### config.mk
export PLATFORM = sky130hd
export DESIGN_NAME = otter_iobus_timer
export DESIGN_NICKNAME = d
export VERILOG_FILES = /design/src/rtl/otter_io_pkg.sv /design/src/rtl/otter_iobus_timer_if.sv /design/src/rtl/otter_timer_core.sv /design/src/rtl/otter_iobus_timer.sv
export SDC_FILE = /design/constraint.sdc
export NUM_CORES = 1
export LEC_CHECK = 0
export BUFFER_PORTS_ARGS = -buffer_cell sky130_fd_sc_hd__buf_2
export CORE_ASPECT_RATIO = 1.5
export CORE_MARGIN = 5
export CORE_UTILIZATION = 55
export CTS_CLUSTER_DIAMETER = 120
export DETAILED_ROUTE_END_ITERATION = 6
export GPL_ROUTABILITY_DRIVEN = 0
export GPL_TIMING_DRIVEN = 0
export PLACE_DENSITY = 0.89
export REMOVE_ABC_BUFFERS = 1
export SETUP_SLACK_MARGIN = 0.02
export SLEW_MARGIN = 20
export SYNTH_ARGS = -nofsm -noshare
export SYNTH_HDL_FRONTEND = slang
export SYNTH_SLANG_ARGS = --single-unit
### constraint.sdc
create_clock -name CLK -period 8 [get_ports CLK]
set_clock_uncertainty 0.05 [all_clocks]
set_input_delay 0.8 -clock CLK [delete_from_list [all_inputs] [get_ports CLK]]
set_output_delay 0.8 -clock CLK [all_outputs]
set_load 0.02 [all_outputs]
### src/rtl/otter_io_pkg.sv
// Shared definitions for the OTTER IOBUS timer block: register offsets,
// CTRL bit positions, timer FSM states and an address-match helper.
// Latency: n/a (package). Backpressure: n/a.
package otter_io_pkg;

  // Register offsets relative to BASE_ADDR
  localparam logic [11:0] OFF_SW    = 12'h000;
  localparam logic [11:0] OFF_LED   = 12'h020;
  localparam logic [11:0] OFF_CTRL  = 12'h100;
  localparam logic [11:0] OFF_PRESC = 12'h104;
  localparam logic [11:0] OFF_LOAD  = 12'h108;
  localparam logic [11:0] OFF_COUNT = 12'h10C;
  localparam logic [11:0] OFF_STAT  = 12'h110;

  // CTRL register bit positions
  localparam int CTRL_EN   = 0;
  localparam int CTRL_AUTO = 1;
  localparam int CTRL_IE   = 2;
  localparam int CTRL_W    = 3;

  typedef enum logic [1:0] {
    IDLE = 2'd0,
    RUN  = 2'd1,
    DONE = 2'd2
  } timer_state_t;

  // Exact full-address match against base + offset
  function automatic logic addr_hit(input logic [31:0] addr,
                                    input logic [31:0] base,
                                    input logic [11:0] off);
    return addr == (base + {20'd0, off});
  endfunction

endpackage

### src/rtl/otter_iobus_timer_if.sv
// Control/status link between the IOBUS register file and the timer core.
// Latency: wires only. Backpressure: none, start/stop are single-cycle pulses.
// Ports: ctrl side drives start/stop/auto_rl/presc/load, core side returns count/expire.
interface otter_iobus_timer_if;
  logic        start;    // EN written 0->1
  logic        stop;     // EN written 0
  logic        auto_rl;  // reload on expiry instead of stopping
  logic [15:0] presc;
  logic [31:0] load;
  logic [31:0] count;
  logic        expire;   // one-cycle pulse, same cycle as the expiring tick

  modport ctrl (output start, stop, auto_rl, presc, load,
                input  count, expire);
  modport core (input  start, stop, auto_rl, presc, load,
                output count, expire);
endinterface

### src/rtl/otter_timer_core.sv
// Prescaler plus 32-bit down-counter with IDLE/RUN/DONE sequencing.
// Latency: count loads on the start edge, first tick one cycle later when PRESC=0.
// Backpressure: none; expire is a combinational pulse decoded from state flops.
// Ports: clk, rst (async active-high), tif (core side of the timer link).
module otter_timer_core
  import otter_io_pkg::*;
(
  input  logic          clk,
  input  logic          rst,
  otter_iobus_timer_if.core tif
);

  timer_state_t state_q;
  logic [15:0]  pre_q;
  logic [31:0]  count_q;
  logic         tick;

  // >= keeps the prescaler from running to 0xFFFF if PRESC is lowered mid-run
  assign tick       = (state_q == RUN) && (pre_q >= tif.presc);
  assign tif.expire = tick && (count_q == 32'd0);
  assign tif.count  = count_q;

  always_ff @(posedge clk or posedge rst) begin
    if (rst) begin
      state_q <= IDLE;
      pre_q   <= 16'd0;
      count_q <= 32'd0;
    end else if (tif.stop) begin
      // count is deliberately held so software can read where it stopped
      state_q <= IDLE;
    end else if (tif.start) begin
      state_q <= RUN;
      count_q <= tif.load;
      pre_q   <= 16'd0;
    end else if (state_q == RUN) begin
      pre_q <= tick ? 16'd0 : pre_q + 16'd1;
      if (tick) begin
        if (count_q != 32'd0) begin
          count_q <= count_q - 32'd1;
        end else if (tif.auto_rl) begin
          count_q <= tif.load;
        end else begin
          state_q <= DONE;
        end
      end
    end
  end

endmodule

### src/rtl/otter_iobus_timer.sv
// IOBUS responder: switch/LED registers plus a prescaled interval timer.
// Latency: writes land on the strobe edge; read data is registered, valid the next cycle.
// Backpressure: none, every bus cycle completes in one clock.
// Ports: CLK/RST, IOBUS_ADDR/OUT/WR in, IOBUS_IN out, SWITCHES in, LEDS out, INTR out.
module otter_iobus_timer
  import otter_io_pkg::*;
#(
  parameter logic [31:0] BASE_ADDR = 32'h1100_0000,
  parameter int          SW_W      = 16,
  parameter int          LED_W     = 16
) (
  input  logic             CLK,
  input  logic             RST,
  input  logic [31:0]      IOBUS_ADDR,
  input  logic [31:0]      IOBUS_OUT,
  input  logic             IOBUS_WR,
  output logic [31:0]      IOBUS_IN,
  input  logic [SW_W-1:0]  SWITCHES,
  output logic [LED_W-1:0] LEDS,
  output logic             INTR
);

  logic [LED_W-1:0]  led_q,   led_d;
  logic [CTRL_W-1:0] ctrl_q,  ctrl_d;
  logic [15:0]       presc_q, presc_d;
  logic [31:0]       load_q,  load_d;
  logic              exp_q,   exp_d;
  logic [31:0]       rdata_q, rdata_d;
  logic [SW_W-1:0]   sw_meta_q, sw_sync_q;

  logic hit_sw, hit_led, hit_ctrl, hit_presc, hit_load, hit_count, hit_stat;
  logic wr_ctrl;

  otter_iobus_timer_if tmr_if ();

  otter_timer_core u_core (
    .clk (CLK),
    .rst (RST),
    .tif (tmr_if.core)
  );

  assign hit_sw    = addr_hit(IOBUS_ADDR, BASE_ADDR, OFF_SW);
  assign hit_led   = addr_hit(IOBUS_ADDR, BASE_ADDR, OFF_LED);
  assign hit_ctrl  = addr_hit(IOBUS_ADDR, BASE_ADDR, OFF_CTRL);
  assign hit_presc = addr_hit(IOBUS_ADDR, BASE_ADDR, OFF_PRESC);
  assign hit_load  = addr_hit(IOBUS_ADDR, BASE_ADDR, OFF_LOAD);
  assign hit_count = addr_hit(IOBUS_ADDR, BASE_ADDR, OFF_COUNT);
  assign hit_stat  = addr_hit(IOBUS_ADDR, BASE_ADDR, OFF_STAT);

  assign wr_ctrl = IOBUS_WR && hit_ctrl;

  // Start only on a rising EN; rewriting EN=1 (e.g. to flip IE) leaves the timer alone
  assign tmr_if.start   = wr_ctrl && IOBUS_OUT[CTRL_EN] && !ctrl_q[CTRL_EN];
  assign tmr_if.stop    = wr_ctrl && !IOBUS_OUT[CTRL_EN];
  assign tmr_if.auto_rl = ctrl_q[CTRL_AUTO];
  assign tmr_if.presc   = presc_q;
  assign tmr_if.load    = load_q;

  always_comb begin
    led_d   = led_q;
    ctrl_d  = ctrl_q;
    presc_d = presc_q;
    load_d  = load_q;
    rdata_d = 32'd0;

    if (IOBUS_WR && hit_led)   led_d   = IOBUS_OUT[LED_W-1:0];
    if (wr_ctrl)               ctrl_d  = IOBUS_OUT[CTRL_W-1:0];
    if (IOBUS_WR && hit_presc) presc_d = IOBUS_OUT[15:0];
    if (IOBUS_WR && hit_load)  load_d  = IOBUS_OUT;

    // Expiry set is OR'd in after the clear so a coincident expiry wins
    exp_d = exp_q;
    if (IOBUS_WR && hit_stat && IOBUS_OUT[0]) exp_d = 1'b0;
    if (tmr_if.expire)                        exp_d = 1'b1;

    // Read mux uses pre-edge state, so a write cycle returns the old value
    if (hit_sw)    rdata_d[SW_W-1:0]   = sw_sync_q;
    if (hit_led)   rdata_d[LED_W-1:0]  = led_q;
    if (hit_ctrl)  rdata_d[CTRL_W-1:0] = ctrl_q;
    if (hit_presc) rdata_d[15:0]       = presc_q;
    if (hit_load)  rdata_d             = load_q;
    if (hit_count) rdata_d             = tmr_if.count;
    if (hit_stat)  rdata_d[0]          = exp_q;
  end

  always_ff @(posedge CLK or posedge RST) begin
    if (RST) begin
      led_q     <= '0;
      ctrl_q    <= '0;
      presc_q   <= '0;
      load_q    <= '0;
      exp_q     <= 1'b0;
      rdata_q   <= '0;
      sw_meta_q <= '0;
      sw_sync_q <= '0;
    end else begin
      led_q     <= led_d;
      ctrl_q    <= ctrl_d;
      presc_q   <= presc_d;
      load_q    <= load_d;
      exp_q     <= exp_d;
      rdata_q   <= rdata_d;
      sw_meta_q <= SWITCHES;
      sw_sync_q <= sw_meta_q;
    end
  end

  assign IOBUS_IN = rdata_q;
  assign LEDS     = led_q;
  assign INTR     = exp_q && ctrl_q[CTRL_IE];

endmodule

==> summary.md <==
| Metric | Value |
|---|---|
| Status | finished, final reports clean |
| Post-synthesis async set-or-reset flop share | 1.000 |
| Routed length per placed instance | 19.95 um |
| Worst hold start | sw_meta_q[8] |
| Crit path max-delay family | simple AND/OR/NAND/NOR gates |
| Placed cell area | 0.009447 sq mm |
| CP endpoint kind | register |
| CP Max Fanout | 17 |
| Share of post-route cells with drive strength above 1 | 0.2816 |
| Layout Nets | 999 |
| Pins over their slew limit | 0 |
| Clock-pin slew on the worst setup and hold paths | 0.07 ns |
| Synth Flop Type | dfrtp_1 |
| Final Instance Area | 0.01003 sq mm |
| Syn avg cell area | 10.89 sq um |
| Worst path required time | 8.28 ns |
| Post-synth EDFFs | 0 |
| CP Launch Point | IOBUS_ADDR[17] |
| First-pass GRT wire length | 35870 um |
| F_max | 230.3 MHz |
| Max transition margin | 0.3862 |
| TritonCTS clock tree | done |
| Die H | 162.4 um |
| TNS Setup | 0 ns |
| # IOs | 132 |
| # Post-CTS Setup Buffers | 0 |
| Overflow left after global routing | 0 |
| Count of different cell masters after synthesis | 61 |
| Ys Warns | 0 |
| RSZ-0062 raised after global routing | no |
| Die width | 111.6 um |
| CP Buf/Inv Count | 1 |
| Critical path arrival | 4.62 ns |
| CTS max path bufs | 2 |
| Detailed-route via count | 7048 |
| Initial DRC count | 726 |
| Drt via density | 6.361 |
| Slowest Stage Delay on Critical Path | 0.92 ns |
| CORE AREA | 0.01514 sq mm |
| Htree depth | 4 |
| Worst slew pin tran | 0.9131 ns |
| Final Cycle Share | 0.5427 |
| Worst r2r src | u_core.tif.count[18] |
| CTS Buf Count | 17 |
| Final hold violation count | 0 |
| Standby leakage power | 4.944 nW |
| Inserted Diodes | 0 |
| DRC Markers | 0 |
| Post-Syn Instances | 782 |
| Filler instances | 1138 |
| Final setup violation count | 0 |
| Setup crit start kind | primary input |
| Pwr dens | 180.1 mW/mm^2 |
| I/O Buffers | 131 |
| Post_cts resized | 0 |
| Rows | 55 |
| CP Cell Sequence | buf_2, nor4b_1, nand4_1, nor4_2, and3b_1, nand2_1, mux2_2 |
| Yosys reg bits | 182 |
| Minimum clock period | 4.342 ns |
| Cts hold-fix bufs | 0 |
| ANT nets after route | 0 |
| Critical path class | in2reg |
| Pre-Repair DR Iteration Count | 6 |
| Worst skew pair latency | 0.45 ns |
| Clk sink count | 182 |
| Worst VDD drop | 0.0001125 V |
| Layout area overhead | 17.77% |
| Sequential fraction of the synthesis area | 0.5350 |
| GRT Overall Usage | 0.2470 |
| Slowest CP cell | nor4_2 |
| Initial antenna violation count | 0 |
| DP HPWL | 14750 um |
| Max_cap viols | 0 |
| Routed WL | 22100 um |
| Number of global-route vias before repair | 7301 |
| Largest net degree at the start of global routing | 104 |
| Mapped Area | 0.008513 sq mm |
| Die ar. | 0.01812 sq mm |
| Clock root cell | clkbuf_16 |
| Starting Density | 0.5623 |
| Hold crit path type | reg2reg |
[cells in the mapped netlist, types with 3 or more instances]
library cell | number | area share
dfrtp_1 | 182 | 0.53
mux2_2 | 63 | 0.083
a21oi_1 | 56 | 0.033
nor2_1 | 52 | 0.023
o21ai_0 | 44 | 0.026
nand2_1 | 42 | 0.019
clkbuf_1 | 32 | 0.014
a31oi_1 | 31 | 0.023
inv_1 | 26 | 0.011
nand4_1 | 25 | 0.018
nor3_1 | 22 | 0.013
nand3_1 | 20 | 0.012
ha_1 | 19 | 0.028
a222oi_1 | 16 | 0.019
nor4_1 | 16 | 0.012
a22o_1 | 14 | 0.014
xnor2_1 | 14 | 0.014
a21o_1 | 11 | 0.0097
nand2b_1 | 6 | 0.0044
o22ai_1 | 6 | 0.0044
or3_1 | 6 | 0.0044
and3_1 | 5 | 0.0037
nor4b_1 | 5 | 0.0051
buf_2 | 4 | 0.0024
buf_4 | 4 | 0.0035
o21a_1 | 4 | 0.0035
o31ai_1 | 4 | 0.0035
a211oi_1 | 3 | 0.0026
and2_1 | 3 | 0.0022
buf_1 | 3 | 0.0013
or4_1 | 3 | 0.0026
[worst reg2reg max path: stages (launching register included)]
cell and delay, ns:
dfrtp_1 0.43, or4_1 0.67, or3_4 0.46, nor4_4 0.48
a21o_1 0.67, nor3_1 0.15, a21oi_1 0.21, o21ai_0 0.12
[kinds of logic after synthesis]
| group | share of synthesized area |
|---|---|
| AOI/OAI and AO/OA | 0.1540 |
| xor gates and xnor gates | 0.01440 |
| adders and majority gates | 0.02792 |
| buffers and inverters | 0.03542 |
| DFF | 0.5350 |
| muxes | 0.08833 |
| and+or+nand+nor | 0.1449 |
[where the power goes]
part	switching, mW	total [mW]	internal (mW)
combinational	0.0331	0.0524	0.0194
clock	0.377	0.823	0.446
sequential	0.00217	0.930	0.928
[sequential cells by signal (all words and copies together) (netlist names), 2 cells and up]
signal            cells
presc_q              16
u_core.pre_q         16
u_core.state_q        2
u_core.tif.count     32
LEDS                 16
ctrl_q                3
load_q               32
sw_sync_q            16
IOBUS_IN             32
sw_meta_q            16
[per-layer routing]
metal | wire length [um] | GRT usage | vias to the layer above
met3 | 1405 | 0.05539 | 79
met4 | 894 | 0.1406 | 0
met5 | 0 | 0 | -
met2 | 11950 | 0.4347 | 354
li1 | - | - | 3141
met1 | 7848 | 0.2750 | 3474
[through the flow]
stage,power [mW],hold slack (ns),util,setup slack (ns),std cells
2_1_floorplan,0.9666,0.2812,-,2.206,737
3_3_place_gp,0.9971,0.2824,0.6086,0.3823,1067
3_5_place_dp,1.001,0.2847,0.6240,3.271,1077
4_1_cts,1.814,0.3011,0.6622,3.733,1108
5_1_grt,1.864,0.3057,0.6622,3.516,1108
6_report,1.806,0.3000,0.6622,3.658,1108
[path summary, 6_finish.rpt]
check,cells after the start,slack (ns),endpoint
worst min-delay path,0,0.30,sw_sync_q[8]
worst max register to register,7,4.62,u_core.tif.count[31]
max in group asynchronous,3,6.63,sw_sync_q[12]
worst min register to register,0,0.30,sw_sync_q[8]
worst max-delay path,7,3.66,presc_q[12]
min in group asynchronous,2,0.38,u_core.tif.count[28]
[placed cells by master (no fill, tap or decap), drive strengths merged, types with 11 or more instances in the layout]
master	n
a31oi	32
buf	141
a21o	11
xnor2	14
mux2	65
a22o	14
a222oi	16
nor3	22
inv	32
nand3	20
nor4	20
ha	19
nand4	25
nor2	53
clkbuf	18
nand2	43
dfrtp	182
a21oi	56
o21ai	45
[layout make-up]
type                       instances  area (sq um)  share of cell area
tap                              199         249.0             0.02483
clock inverter                    13         140.1             0.01398
clock buffer                      18         439.2             0.04380
inverter                          26         105.1             0.01048
timing repair buffer             141         825.8             0.08237
sequential                       182          4554              0.4543
multi-input combinational        529          3712              0.3703
No activity file was read; power rests on OpenSTA's default activity.
